**src/rtl/alu_muldiv_seq.sv**
```systemverilog
`default_nettype none
// ============================================================================
//  Module      : alu_muldiv_seq
//  Description : Iterative multiply/divide unit for the mMIPS core.
//                Executes MULT, MULTU, DIV and DIVU one bit per clock and
//                writes the result into the HI/LO registers read by MFHI/MFLO.
//                A start/busy/done handshake lets the pipeline stall on busy.
//  Revision    : 1.0 - initial release
// ============================================================================
module alu_muldiv_seq #(
  parameter int WIDTH = 32,
  parameter int CNT_W = 6
) (
  input  logic             clock,
  input  logic             reset,
  input  logic             start,
  input  logic [1:0]       op,
  input  logic [WIDTH-1:0] a,
  input  logic [WIDTH-1:0] b,
  input  logic             abort,
  output logic             busy,
  output logic             done,
  output logic [WIDTH-1:0] hi,
  output logic [WIDTH-1:0] lo,
  output logic             z
);

  typedef enum logic [1:0] {
    S_IDLE = 2'd0,
    S_CALC = 2'd1,
    S_FIX  = 2'd2
  } state_t;

  localparam logic [CNT_W-1:0] C_CNT_INIT = CNT_W'(WIDTH);
  localparam logic [CNT_W-1:0] C_CNT_LAST = CNT_W'(1);

  state_t             r_state;
  state_t             w_state_next;
  logic [CNT_W-1:0]   r_cnt;
  logic               r_is_div;
  logic               r_div0;
  logic               r_neg_q;    // quotient / product must be negated
  logic               r_neg_r;    // remainder takes the dividend's sign
  logic [WIDTH-1:0]   r_acc;      // product upper half / partial remainder
  logic [WIDTH-1:0]   r_q;        // multiplier / dividend shifting out, result shifting in
  logic [WIDTH-1:0]   r_b;        // multiplicand / divisor magnitude
  logic [WIDTH-1:0]   r_hi;
  logic [WIDTH-1:0]   r_lo;
  logic               r_z;

  // Operand capture: signed ops work on magnitudes and remember the signs
  logic               w_signed;
  logic               w_a_neg;
  logic               w_b_neg;
  logic [WIDTH-1:0]   w_a_mag;
  logic [WIDTH-1:0]   w_b_mag;
  logic               w_accept;
  logic               w_step;
  logic               w_last;

  // One iteration of each algorithm
  logic [WIDTH:0]     w_mul_sum;
  logic [WIDTH:0]     w_div_sh;
  logic [WIDTH-1:0]   w_div_diff;
  logic               w_div_ok;
  logic [WIDTH-1:0]   w_acc_step;
  logic [WIDTH-1:0]   w_q_step;

  // Sign-corrected final result
  logic [2*WIDTH-1:0] w_prod;
  logic [2*WIDTH-1:0] w_prod_fix;
  logic [WIDTH-1:0]   w_hi_fin;
  logic [WIDTH-1:0]   w_lo_fin;

  assign w_signed = ~op[0];
  assign w_a_neg  = w_signed & a[WIDTH-1];
  assign w_b_neg  = w_signed & b[WIDTH-1];
  assign w_a_mag  = w_a_neg ? (~a + 1'b1) : a;
  assign w_b_mag  = w_b_neg ? (~b + 1'b1) : b;

  assign w_accept = (r_state == S_IDLE) && start;
  assign w_step   = (r_state == S_CALC) && !abort;
  assign w_last   = w_step && (r_cnt == C_CNT_LAST);

  assign busy = (r_state == S_CALC);
  assign done = (r_state == S_FIX);
  assign hi   = r_hi;
  assign lo   = r_lo;
  assign z    = r_z;

  // Shift-add multiply and restoring shift-subtract divide step
  always_comb begin
    w_mul_sum  = {1'b0, r_acc} + (r_q[0] ? {1'b0, r_b} : '0);
    w_div_sh   = {r_acc, r_q[WIDTH-1]};
    w_div_ok   = (w_div_sh >= {1'b0, r_b});
    w_div_diff = w_div_sh[WIDTH-1:0] - r_b;
    if (r_is_div) begin
      w_acc_step = w_div_ok ? w_div_diff : w_div_sh[WIDTH-1:0];
      w_q_step   = {r_q[WIDTH-2:0], w_div_ok};
    end else begin
      w_acc_step = w_mul_sum[WIDTH:1];
      w_q_step   = {w_mul_sum[0], r_q[WIDTH-1:1]};
    end
  end

  // Sign correction; divide by zero leaves the remainder equal to a
  always_comb begin
    w_prod     = {w_acc_step, w_q_step};
    w_prod_fix = r_neg_q ? (~w_prod + 1'b1) : w_prod;
    if (r_is_div) begin
      w_lo_fin = r_div0  ? '1 : (r_neg_q ? (~w_q_step + 1'b1) : w_q_step);
      w_hi_fin = r_neg_r ? (~w_acc_step + 1'b1) : w_acc_step;
    end else begin
      w_lo_fin = w_prod_fix[WIDTH-1:0];
      w_hi_fin = w_prod_fix[2*WIDTH-1:WIDTH];
    end
  end

  // State register
  always_ff @(posedge clock or posedge reset) begin
    if (reset) begin
      r_state <= S_IDLE;
    end else begin
      r_state <= w_state_next;
    end
  end

  // Next-state logic; abort only matters while iterating
  always_comb begin
    w_state_next = r_state;
    case (r_state)
      S_IDLE: if (start) w_state_next = S_CALC;
      S_CALC: begin
        if (abort) begin
          w_state_next = S_IDLE;
        end else if (r_cnt == C_CNT_LAST) begin
          w_state_next = S_FIX;
        end
      end
      S_FIX:   w_state_next = S_IDLE;
      default: w_state_next = S_IDLE;
    endcase
  end

  // Datapath: operand capture, iteration, and HI/LO write on the final step
  always_ff @(posedge clock or posedge reset) begin
    if (reset) begin
      r_cnt    <= '0;
      r_is_div <= 1'b0;
      r_div0   <= 1'b0;
      r_neg_q  <= 1'b0;
      r_neg_r  <= 1'b0;
      r_acc    <= '0;
      r_q      <= '0;
      r_b      <= '0;
      r_hi     <= '0;
      r_lo     <= '0;
      r_z      <= 1'b1;
    end else if (w_accept) begin
      r_cnt    <= C_CNT_INIT;
      r_is_div <= op[1];
      r_div0   <= (b == '0);
      r_neg_q  <= w_a_neg ^ w_b_neg;
      r_neg_r  <= w_a_neg;
      r_acc    <= '0;
      r_q      <= w_a_mag;
      r_b      <= w_b_mag;
    end else if (w_step) begin
      r_cnt <= r_cnt - 1'b1;
      r_acc <= w_acc_step;
      r_q   <= w_q_step;
      if (w_last) begin
        r_hi <= w_hi_fin;
        r_lo <= w_lo_fin;
        r_z  <= ({w_hi_fin, w_lo_fin} == '0);
      end
    end
  end

endmodule
`default_nettype wire

```
**config.mk**
```make
export PLATFORM = sky130hd
export DESIGN_NAME = alu_muldiv_seq
export DESIGN_NICKNAME = d
export VERILOG_FILES = /design/src/rtl/alu_muldiv_seq.sv
export SDC_FILE = /design/constraint.sdc
export NUM_CORES = 1
export LEC_CHECK = 0
export ABC_CLOCK_PERIOD_IN_PS = 16290
export CORE_MARGIN = 1.5
export CORE_UTILIZATION = 30
export CTS_CLUSTER_DIAMETER = 30
export DETAILED_ROUTE_END_ITERATION = 7
export GPL_ROUTABILITY_DRIVEN = 0
export PLACE_DENSITY = 0.57
export SETUP_SLACK_MARGIN = 0.5
export SYNTH_ARGS = -nofsm -noshare
export SYNTH_HDL_FRONTEND = slang
export SYNTH_SLANG_ARGS = --single-unit
export TNS_END_PERCENT = 20
```
**constraint.sdc**
```tcl
create_clock -name clock -period 16.29 [get_ports clock]
set_clock_uncertainty 0.05 [all_clocks]
set_input_delay 1.629 -clock clock [delete_from_list [all_inputs] [get_ports clock]]
set_output_delay 1.629 -clock clock [all_outputs]
set_load 0.02 [all_outputs]
```
==> results.json, run 1 <==
{
  "fill_cells": 5276,
  "crit_start": "r_acc[21]",
  "synth-seq-cells": 173,
  "vias_per_cell": 5.61,
  "p_leak_nw": 7.20,
  "firstDrtPassIters": 6,
  "critPathLaunchType": "register",
  "layout-drive-gt1-share_pct": 7.13,
  "end_kind": "register",
  "synth-async-reset-ratio_pct": 100,
  "synth.distinct_cells": 110,
  "ant_nets": 0,
  "preCtsSetupSlack_ns": 9.67,
  "cp_data_arrival_time_ns": 7.08,
  "clockBufferDepth": 2,
  "holdWs_ns": 0.432,
  "core.rowCount": 82,
  "yosysTopAreaCell": "dfrtp_1",
  "cp-endpoint": "z",
  "post_cts_buffers": 0,
  "regArea_um2": 4330,
  "cts_made_buffers": 17,
  "crit_type": "register to register",
  "ctsResizeCount": 0,
  "fmaxAchievable_mhz": 149,
  "cp_data_required_time_ns": 16.67,
  "rr_startpoint": "r_acc[21]",
  "hp-start": "hi[5]",
  "tritoncts": "done",
  "grt_max_degree": 108,
  "fin_util_pct": 35.3,
  "synth_nets": 2035,
  "overflow": 0,
  "grt_setup_unrepaired": "false",
  "relSlewSlack_pct": 27.1,
  "seq_area_frac_synth_pct": 28.7,
  "drt_iter0_drc": 1619,
  "final_cell_mix": "278 x nand2_1, 171 x dfrtp_1, 169 x o21ai_0, 137 x nor2_1, 136 x clkdlybuf4s50_1",
  "final_common_cell": "nand2_1",
  "status": "finished, final reports clean",
  "clockRootBuffer": "clkbuf_16",
  "setup_viol_count_final": 0,
  "hold_class": "register to register",
  "final_nets": 2107,
  "power_density_nw_per_um2": 216,
  "io_buffers": 136,
  "cp_max_fo": 21,
  "hold_violations": 0,
  "totalWireLength_um": 53600,
  "finalCritPeriodShare_pct": 41.2,
  "syn_inst": 1893,
  "drc_errors": 0,
  "wl_per_cell_um": 20.2,
  "maxSlewViolCount": 0,
  "die_h_um": 227,
  "vias": 14860,
  "grt_usage_pct": 20.9,
  "multi_input_area_um2": 10100,
  "htreeDepth": 4,
  "die_w_um": 227,
  "tns_ns": 0,
  "clk_pin_slew_worst_paths_ns": 0.08,
  "synth_top_area_share_pct": 28.5,
  "die_area_um2": 51700,
  "drv_cap": 0,
  "finalPower_w": 0.00381,
  "irDropWorstVdd_mv": 0.105,
  "coreArea_um2": 50000,
  "worst_r2r_endpoint": "z",
  "grt_pass1_vias": 13998,
  "worst_slew_pin_slew_ns": 1.08,
  "synth_area_leaders": "dfrtp_1 28%, nand2_1 6.9%, ha_1 5.8%",
  "synth_area_um2": 15100,
  "synth_warnings": 0,
  "grt_pass1_wl_um": 82400,
  "fin_ws_ns": 9.59,
  "reg2reg_slack_ns": 9.59,
  "layout_min_cycle_time_ns": 6.70,
  "start_util_pct": 30.2,
  "synth_edf_count": 0,
  "area_growth_pct": 16.6,
  "pin_count": 137,
  "dp_hpwl_um": 40800,
  "rr_worst_depth": 23,
  "clk_latency_ns": 0.50,
  "holdBufCountCts": 0,
  "cts_sinks": 173,
  "antenna_found_initial": 1,
  "syn_avg_cell_area_um2": 7.98,
  "yosys_most_used_dff": "dfrtp_1"
}
per-layer routing:
layer  vias up  wire length [µm]  track usage (%)
li1       7018                 -                -
met1      7152             25800             30.8
met2       597             22500             30.3
met3        91              3980             3.76
met4         2              1360             7.20
met5         -                13                0
power breakdown:
group / switching (W) / internal (W) / total [W]
registers: 0.000190 / 0.000579 / 0.000769
logic: 0.00169 / 0.000919 / 0.00261
clock network: 0.000218 / 0.000213 / 0.000431
total: 0.00210 / 0.00171 / 0.00381
state kept, by name (all words and copies together) (netlist names):
register  flops
r_b          32
r_neg_r       1
r_div0        1
r_cnt         6
lo           32
r_neg_q       1
z             1
r_state       2
r_q          32
r_acc        32
hi           32
r_is_div      1
synthesized netlist by cell type, types with 21 or more instances:
master / number
dfrtp_1: 172
xnor2_1: 83
ha_1: 70
nor2_1: 138
nand4_1: 28
clkbuf_1: 74
nor3_1: 45
o31ai_1: 21
xor2_1: 82
inv_1: 64
a31oi_1: 22
o221ai_1: 28
o21ai_0: 169
nand2_1: 279
and2_1: 37
nand3_1: 27
mux2i_1: 33
nor4_1: 21
a21oi_1: 131
through the flow:
step / cells / area, µm²
3_3_place_gp: 2618 / 17000
5_1_grt: 2650 / 17600
2_1_floorplan: 1893 / 15100
4_1_cts: 2650 / 17600
3_5_place_dp: 2618 / 17000
6_report: 2651 / 17600
kinds of logic after synthesis:
logic type / share of synthesized area [%]
buffers and inverters: 4.80
adder cells (fa/ha/maj): 6.06
multiplexers: 3.02
XOR/XNOR: 9.57
flip-flops: 28.7
AO/OA/AOI/OAI: 25.3
AND/OR/NAND/NOR: 22.6
layout make-up:
cell class	instances	share of cell area, %
Clock buffer	19	2.57
Clock inverter	13	0.824
Tap cell	672	4.77
Timing Repair Buffer	157	8.62
Sequential cell	173	24.6
Inverter	66	1.43
Antenna cell	1	0.0142
Multi-Input combinational cell	1550	57.2
worst max-delay path, stage by stage, from the launching register on:
cell and delay [ns]:
dfrtp_1 0.42, ha_1 0.44, a21oi_2 0.28, o21ai_2 0.10, a2111oi_4 0.44, o211a_1 0.21, buf_4 0.29, nand2_2 0.11
o22a_4 0.29, inv_2 0.21, ha_1 0.24, o2111ai_1 0.20, or3_1 0.50, or3_1 0.46, nand2_1 0.11, xor2_1 0.08
nand3b_1 0.17, or4_1 0.54, nor4_1 0.21, nand4_1 0.13, or4_1 0.49, nor4_1 0.29, nand4_1 0.15, o31ai_2 0.19
how the worst min path moves through the flow:
stage / end / slack (ns) / depth (start not counted)
detailed placement: hi[5] / 0.42 / 2
global route: hi[21] / 0.46 / 2
floorplan: r_b[27] / 0.41 / 2
global placement: hi[28] / 0.41 / 2
CTS: hi[9] / 0.44 / 2
finish: hi[5] / 0.43 / 2
No activity file was read; power rests on OpenSTA's default activity.
==> run 2, diff against run 1 <==
--- a/config.mk
+++ b/config.mk
@@ -5,13 +5,13 @@
 export SDC_FILE = /design/constraint.sdc
 export NUM_CORES = 1
 export LEC_CHECK = 0
-export ABC_CLOCK_PERIOD_IN_PS = 16290
+export ABC_CLOCK_PERIOD_IN_PS = 5400
 export CORE_MARGIN = 1.5
 export CORE_UTILIZATION = 30
 export CTS_CLUSTER_DIAMETER = 30
 export DETAILED_ROUTE_END_ITERATION = 7
 export GPL_ROUTABILITY_DRIVEN = 0
-export PLACE_DENSITY = 0.57
+export PLACE_DENSITY = 0.59
 export SETUP_SLACK_MARGIN = 0.5
 export SYNTH_ARGS = -nofsm -noshare
 export SYNTH_HDL_FRONTEND = slang
==> constraint.sdc (replaced) <==
create_clock -name clock -period 5.4 [get_ports clock]
set_clock_uncertainty 0.05 [all_clocks]
set_input_delay 0.54 -clock clock [delete_from_list [all_inputs] [get_ports clock]]
set_output_delay 0.54 -clock clock [all_outputs]
set_load 0.02 [all_outputs]
==> results.json, run 2 (synthesis gave the netlist of run 1 again) <==
{
  "status": "finished, final reports clean",
  "antenna_found_initial": 7,
  "clockRootBuffer": "clkbuf_16",
  "drc_errors": 0,
  "wl_per_cell_um": 20.3,
  "die_h_um": 227,
  "cp_max_fo": 4,
  "grt_pass1_wl_um": 87100,
  "final_nets": 2272,
  "tns_ns": 0,
  "tritoncts": "done",
  "grt_usage_pct": 22.2,
  "final_common_cell": "nand2_1",
  "finalCritPeriodShare_pct": 97.4,
  "cts_made_buffers": 17,
  "hold_violations": 0,
  "dp_cells": 2771,
  "io_buffers": 136,
  "drt_iter0_drc": 1698,
  "crit_type": "register to register",
  "pin_count": 137,
  "clockBufferDepth": 2,
  "setup_viol_count_final": 0,
  "worst_slew_pin_slew_ns": 1.08,
  "fin_util_pct": 38.3,
  "finalPower_w": 0.0130,
  "irDropWorstVdd_mv": 0.556,
  "cp_data_required_time_ns": 5.75,
  "end_kind": "register",
  "drv_cap": 0,
  "core.rowCount": 82,
  "layout_min_cycle_time_ns": 5.26,
  "p_leak_nw": 8.04,
  "maxSlewViolCount": 0,
  "layout-drive-gt1-share_pct": 15.7,
  "fmaxAchievable_mhz": 190,
  "hold_class": "register to register",
  "grt_setup_unrepaired": "true",
  "grt_max_degree": 174,
  "ant_nets": 0,
  "vias": 15693,
  "fin_ws_ns": 0.138,
  "final_cell_mix": "276 x nand2_1, 184 x buf_4, 170 x dfrtp_1, 163 x o21ai_0, 137 x nor2_1",
  "power_density_nw_per_um2": 680,
  "die_area_um2": 51700,
  "critPathLaunchType": "register",
  "cts_sinks": 173,
  "firstDrtPassIters": 6,
  "dp_hpwl_um": 44400,
  "grt_pass1_vias": 14744,
  "totalWireLength_um": 57200,
  "htreeDepth": 4,
  "coreArea_um2": 50000,
  "clk_latency_ns": 0.50,
  "preCtsSetupSlack_ns": -0.249,
  "die_w_um": 227,
  "cp_data_arrival_time_ns": 5.62,
  "relSlewSlack_pct": 28.0,
  "clk_pin_slew_worst_paths_ns": 0.07,
  "area_growth_pct": 26.7,
  "start_util_pct": 30.2,
  "overflow": 0,
  "layoutNonFillerInstCount": 2818,
  "vias_per_cell": 5.57
}
## run 2: report_power, final
group / leakage (nW) / internal, W / switching, W
registers: 2.24 / 0.00175 / 0.000465
logic: 5.51 / 0.00380 / 0.00569
clock network: 0.289 / 0.000710 / 0.000594
total: 8.04 / 0.00626 / 0.00675
## run 2: area by class of cell
class / instances / area [µm²]
Antenna cell: 3 / 7.51
Clock buffer: 21 / 460
Clock inverter: 11 / 130
Fill cell: 5168 / 30800
Inverter: 66 / 254
Multi-Input combinational cell: 1550 / 10300
Sequential cell: 173 / 4340
Tap cell: 672 / 841
Timing Repair Buffer: 322 / 2790
## run 2: path summary, 6_finish.rpt
kind                                 end      start  depth (start not counted)  slack (ns)
worst max-delay path                   z  r_acc[21]                         24        0.14
worst max register to register         z  r_acc[21]                         24        0.14
worst min-delay path              hi[20]     hi[20]                          2        0.42
min in group asynchronous         lo[13]      reset                          3        0.56
max in group asynchronous       r_is_div      reset                          3        3.86
worst min register to register    hi[20]     hi[20]                          2        0.42
## run 2: timing repair
item	CTS	global route
buffers inserted	5	6
hold buffers	0	0
gates resized for setup	19	22
endpoints found under the setup margin	3	14
pin swaps	14	6
hold endpoints to repair	0	0
## run 2: worst max-delay path: stages, from the launching register on
cell	delay, ns
dfrtp_1	0.41
ha_4	0.26
a21oi_4	0.17
o21ai_2	0.10
a2111oi_4	0.46
o211a_1	0.26
nand2_2	0.07
o22a_4	0.22
inv_4	0.06
ha_4	0.13
o2111ai_4	0.13
or3_4	0.38
or3_4	0.35
buf_4	0.15
nand2b_1	0.17
nand2_2	0.10
o21ai_2	0.09
buf_4	0.16
nor3b_4	0.30
nand2_1	0.09
mux2i_1	0.18
o22ai_1	0.14
a2111oi_2	0.29
nand4_1	0.18
o31ai_2	0.26
## run 2: stage by stage
stage,hold WS (ns),area [µm²]
after floorplan,0.413,15200
after global placement,0.412,18200
after detailed placement,0.413,18200
after CTS,0.430,19000
after global routing,0.452,19100
final,0.423,19100
## run 2: per-layer routing
metal | vias up | share of wire [%] | GRT usage (%)
met5 | - | 0.14 | 0
met3 | 138 | 8.8 | 5.36
met2 | 714 | 42 | 32.8
met1 | 7465 | 45 | 31.0
met4 | 10 | 3.2 | 8.48
li1 | 7366 | - | -
==> run 3, diff against run 2 <==
--- a/config.mk
+++ b/config.mk
@@ -6,6 +6,7 @@
 export NUM_CORES = 1
 export LEC_CHECK = 0
 export ABC_CLOCK_PERIOD_IN_PS = 5400
+export CAP_MARGIN = 25
 export CORE_MARGIN = 1.5
 export CORE_UTILIZATION = 30
 export CTS_CLUSTER_DIAMETER = 30
==> results.json, run 3 (synthesis gave the netlist of run 1 again) <==
{
  "p_leak_nw": 8.07,
  "dp_hpwl_um": 44300,
  "crit_type": "register to register",
  "hold_class": "register to register",
  "ant_nets": 0,
  "fill_cells": 5116,
  "final_common_cell": "nand2_1",
  "clk_pin_slew_worst_paths_ns": 0.08,
  "cpPeakStageDelay_ns": 0.51,
  "irDropWorstVdd_mv": 0.487,
  "area_growth_pct": 27.5,
  "start_util_pct": 30.2,
  "crit_path_top_delay_cell": "or4_4",
  "critPathBufInv": 2,
  "end_kind": "register",
  "coreArea_um2": 50000,
  "wl_per_cell_um": 20.3,
  "grt_max_degree": 174,
  "totalWireLength_um": 57400,
  "clk_latency_ns": 0.49,
  "die_area_um2": 51700,
  "clockRootBuffer": "clkbuf_16",
  "htreeDepth": 4,
  "pwr-share-comb_pct": 73.7,
  "power_density_nw_per_um2": 681,
  "layout-drive-gt1-share_pct": 16.7,
  "core.rowCount": 82,
  "maxSlewViolCount": 0,
  "whs_path_depth": 2,
  "p_int_w": 0.00627,
  "die_h_um": 227,
  "pin_count": 137,
  "rr_worst_depth": 23,
  "drt_iter0_drc": 1673,
  "worst_slew_pin_slew_ns": 1.08,
  "hold_violations": 0,
  "rr_startpoint": "r_b[30]",
  "p_clk_share_pct": 9.5,
  "drv_cap": 0,
  "tritoncts": "done",
  "firstDrtPassIters": 6,
  "die_w_um": 227,
  "vias": 15750,
  "vias_per_cell": 5.58,
  "swShare_pct": 52.3,
  "status": "finished, final reports clean",
  "cts_sinks": 173,
  "antenna_found_initial": 6,
  "reg2reg_slack_ns": 0.10,
  "cp_top_family": "simple AND/OR/NAND/NOR gates",
  "final_nets": 2279,
  "fmaxAchievable_mhz": 189,
  "path_depth": 23,
  "grt_usage_pct": 22.1,
  "fin_util_pct": 38.6,
  "min_to": "hi[1]",
  "hp-start": "hi[1]",
  "holdBufCountCts": 0,
  "final_cell_mix": "276 x nand2_1, 186 x buf_4, 170 x dfrtp_1, 160 x o21ai_0, 136 x clkdlybuf4s50_1",
  "overflow": 0,
  "setup_viol_count_final": 0,
  "layout_min_cycle_time_ns": 5.30,
  "seq_power_share_pct": 16.7,
  "finalCritPeriodShare_pct": 98.1,
  "cts_made_buffers": 17,
  "relSlewSlack_pct": 27.1,
  "tns_ns": 0,
  "worst_r2r_endpoint": "z",
  "cp_data_required_time_ns": 5.75,
  "critPathLaunchType": "register",
  "path_cells": "inv_1 > ha_4 > nand4b_1 > nor2_2 > a2111oi_4 > o211a_1 > nand2_2 > o22a_4 > inv_2 > ha_4 > o2111ai_4 > or3_4 > or3_4 > nand2_2 > xor2_1 > nand3b_1 > or4_4 > nor4_4 > nand4_1 > or4_1 > nor4_2 > nand4_1 > o31ai_2",
  "cp_data_arrival_time_ns": 5.65,
  "p_switching_w": 0.00686,
  "cp_max_fo": 5,
  "grt_setup_unrepaired": "true",
  "drc_errors": 0,
  "clockBufferDepth": 2,
  "grt_pass1_vias": 14781,
  "grt_pass1_wl_um": 86900,
  "io_buffers": 136
}
[run 3: power groups by stage]
stage               sequential (W)  combinational, W  clock [W]
finish                     0.00220           0.00967    0.00125
global route               0.00226            0.0103    0.00133
CTS                        0.00219           0.00917    0.00129
detailed placement         0.00222           0.00895          0
global placement           0.00219           0.00888          0
floorplan                  0.00226           0.00536          0
[run 3: layer usage]
layer	share of wire [%]	routed length (µm)	global-route usage (%)
met1	46	26300	31.3
met2	43	24500	32.8
met3	8.1	4640	4.44
met4	3.2	1850	8.46
met5	0.091	52	0
[run 3: worst max path at each step]
stage | from | to | slack [ns]
6_report | r_b[30] | z | 0.10
3_5_place_dp | r_acc[29] | z | -0.22
3_3_place_gp | r_acc[29] | z | -0.14
2_1_floorplan | r_acc[21] | z | 0.02
5_1_grt | r_b[29] | z | -0.08
4_1_cts | r_acc[23] | z | 0.16
[run 3: worst register-to-register path, cell delays in order, from the launching register on]
cell and delay [ns]:
dfrtp_1 0.39, inv_1 0.10, ha_4 0.22, nand4b_1 0.17, nor2_2 0.09, a2111oi_4 0.47
o211a_1 0.25, nand2_2 0.07, o22a_4 0.21, inv_2 0.07, ha_4 0.14, o2111ai_4 0.13
or3_4 0.38, or3_4 0.36, nand2_2 0.08, xor2_1 0.07, nand3b_1 0.17, or4_4 0.51
nor4_4 0.15, nand4_1 0.12, or4_1 0.51, nor4_2 0.16, nand4_1 0.12, o31ai_2 0.21
[run 3: metrics by stage]
step | worst slack [ns] | power (W) | instances | hold slack [ns] | cell area, µm²
floorplan | 0.0220 | 0.00762 | 1893 | 0.413 | 15200
global placement | -0.141 | 0.0111 | 2771 | 0.412 | 18200
detailed placement | -0.222 | 0.0112 | 2772 | 0.419 | 18300
CTS | 0.162 | 0.0126 | 2810 | 0.437 | 19000
global route | -0.0772 | 0.0139 | 2823 | 0.454 | 19300
finish | 0.103 | 0.0131 | 2823 | 0.429 | 19300
[run 3: area by class of cell]
type	count	area, µm²	share of cell area, %
antenna	2	5.00	0.0260
clock buffer	19	443	2.30
inverter	66	251	1.31
sequential	173	4340	22.5
clock inverter	12	115	0.598
timing repair buffer	329	2870	14.9
multi-input combinational	1550	10400	54.0
tap	672	841	4.36
[run 3: repair_timing]
action | in CTS | in global routing
endpoints found under the setup margin | 3 | 11
setup buffers | 7 | 11
resized for setup | 18 | 47
pin swaps | 11 | 10
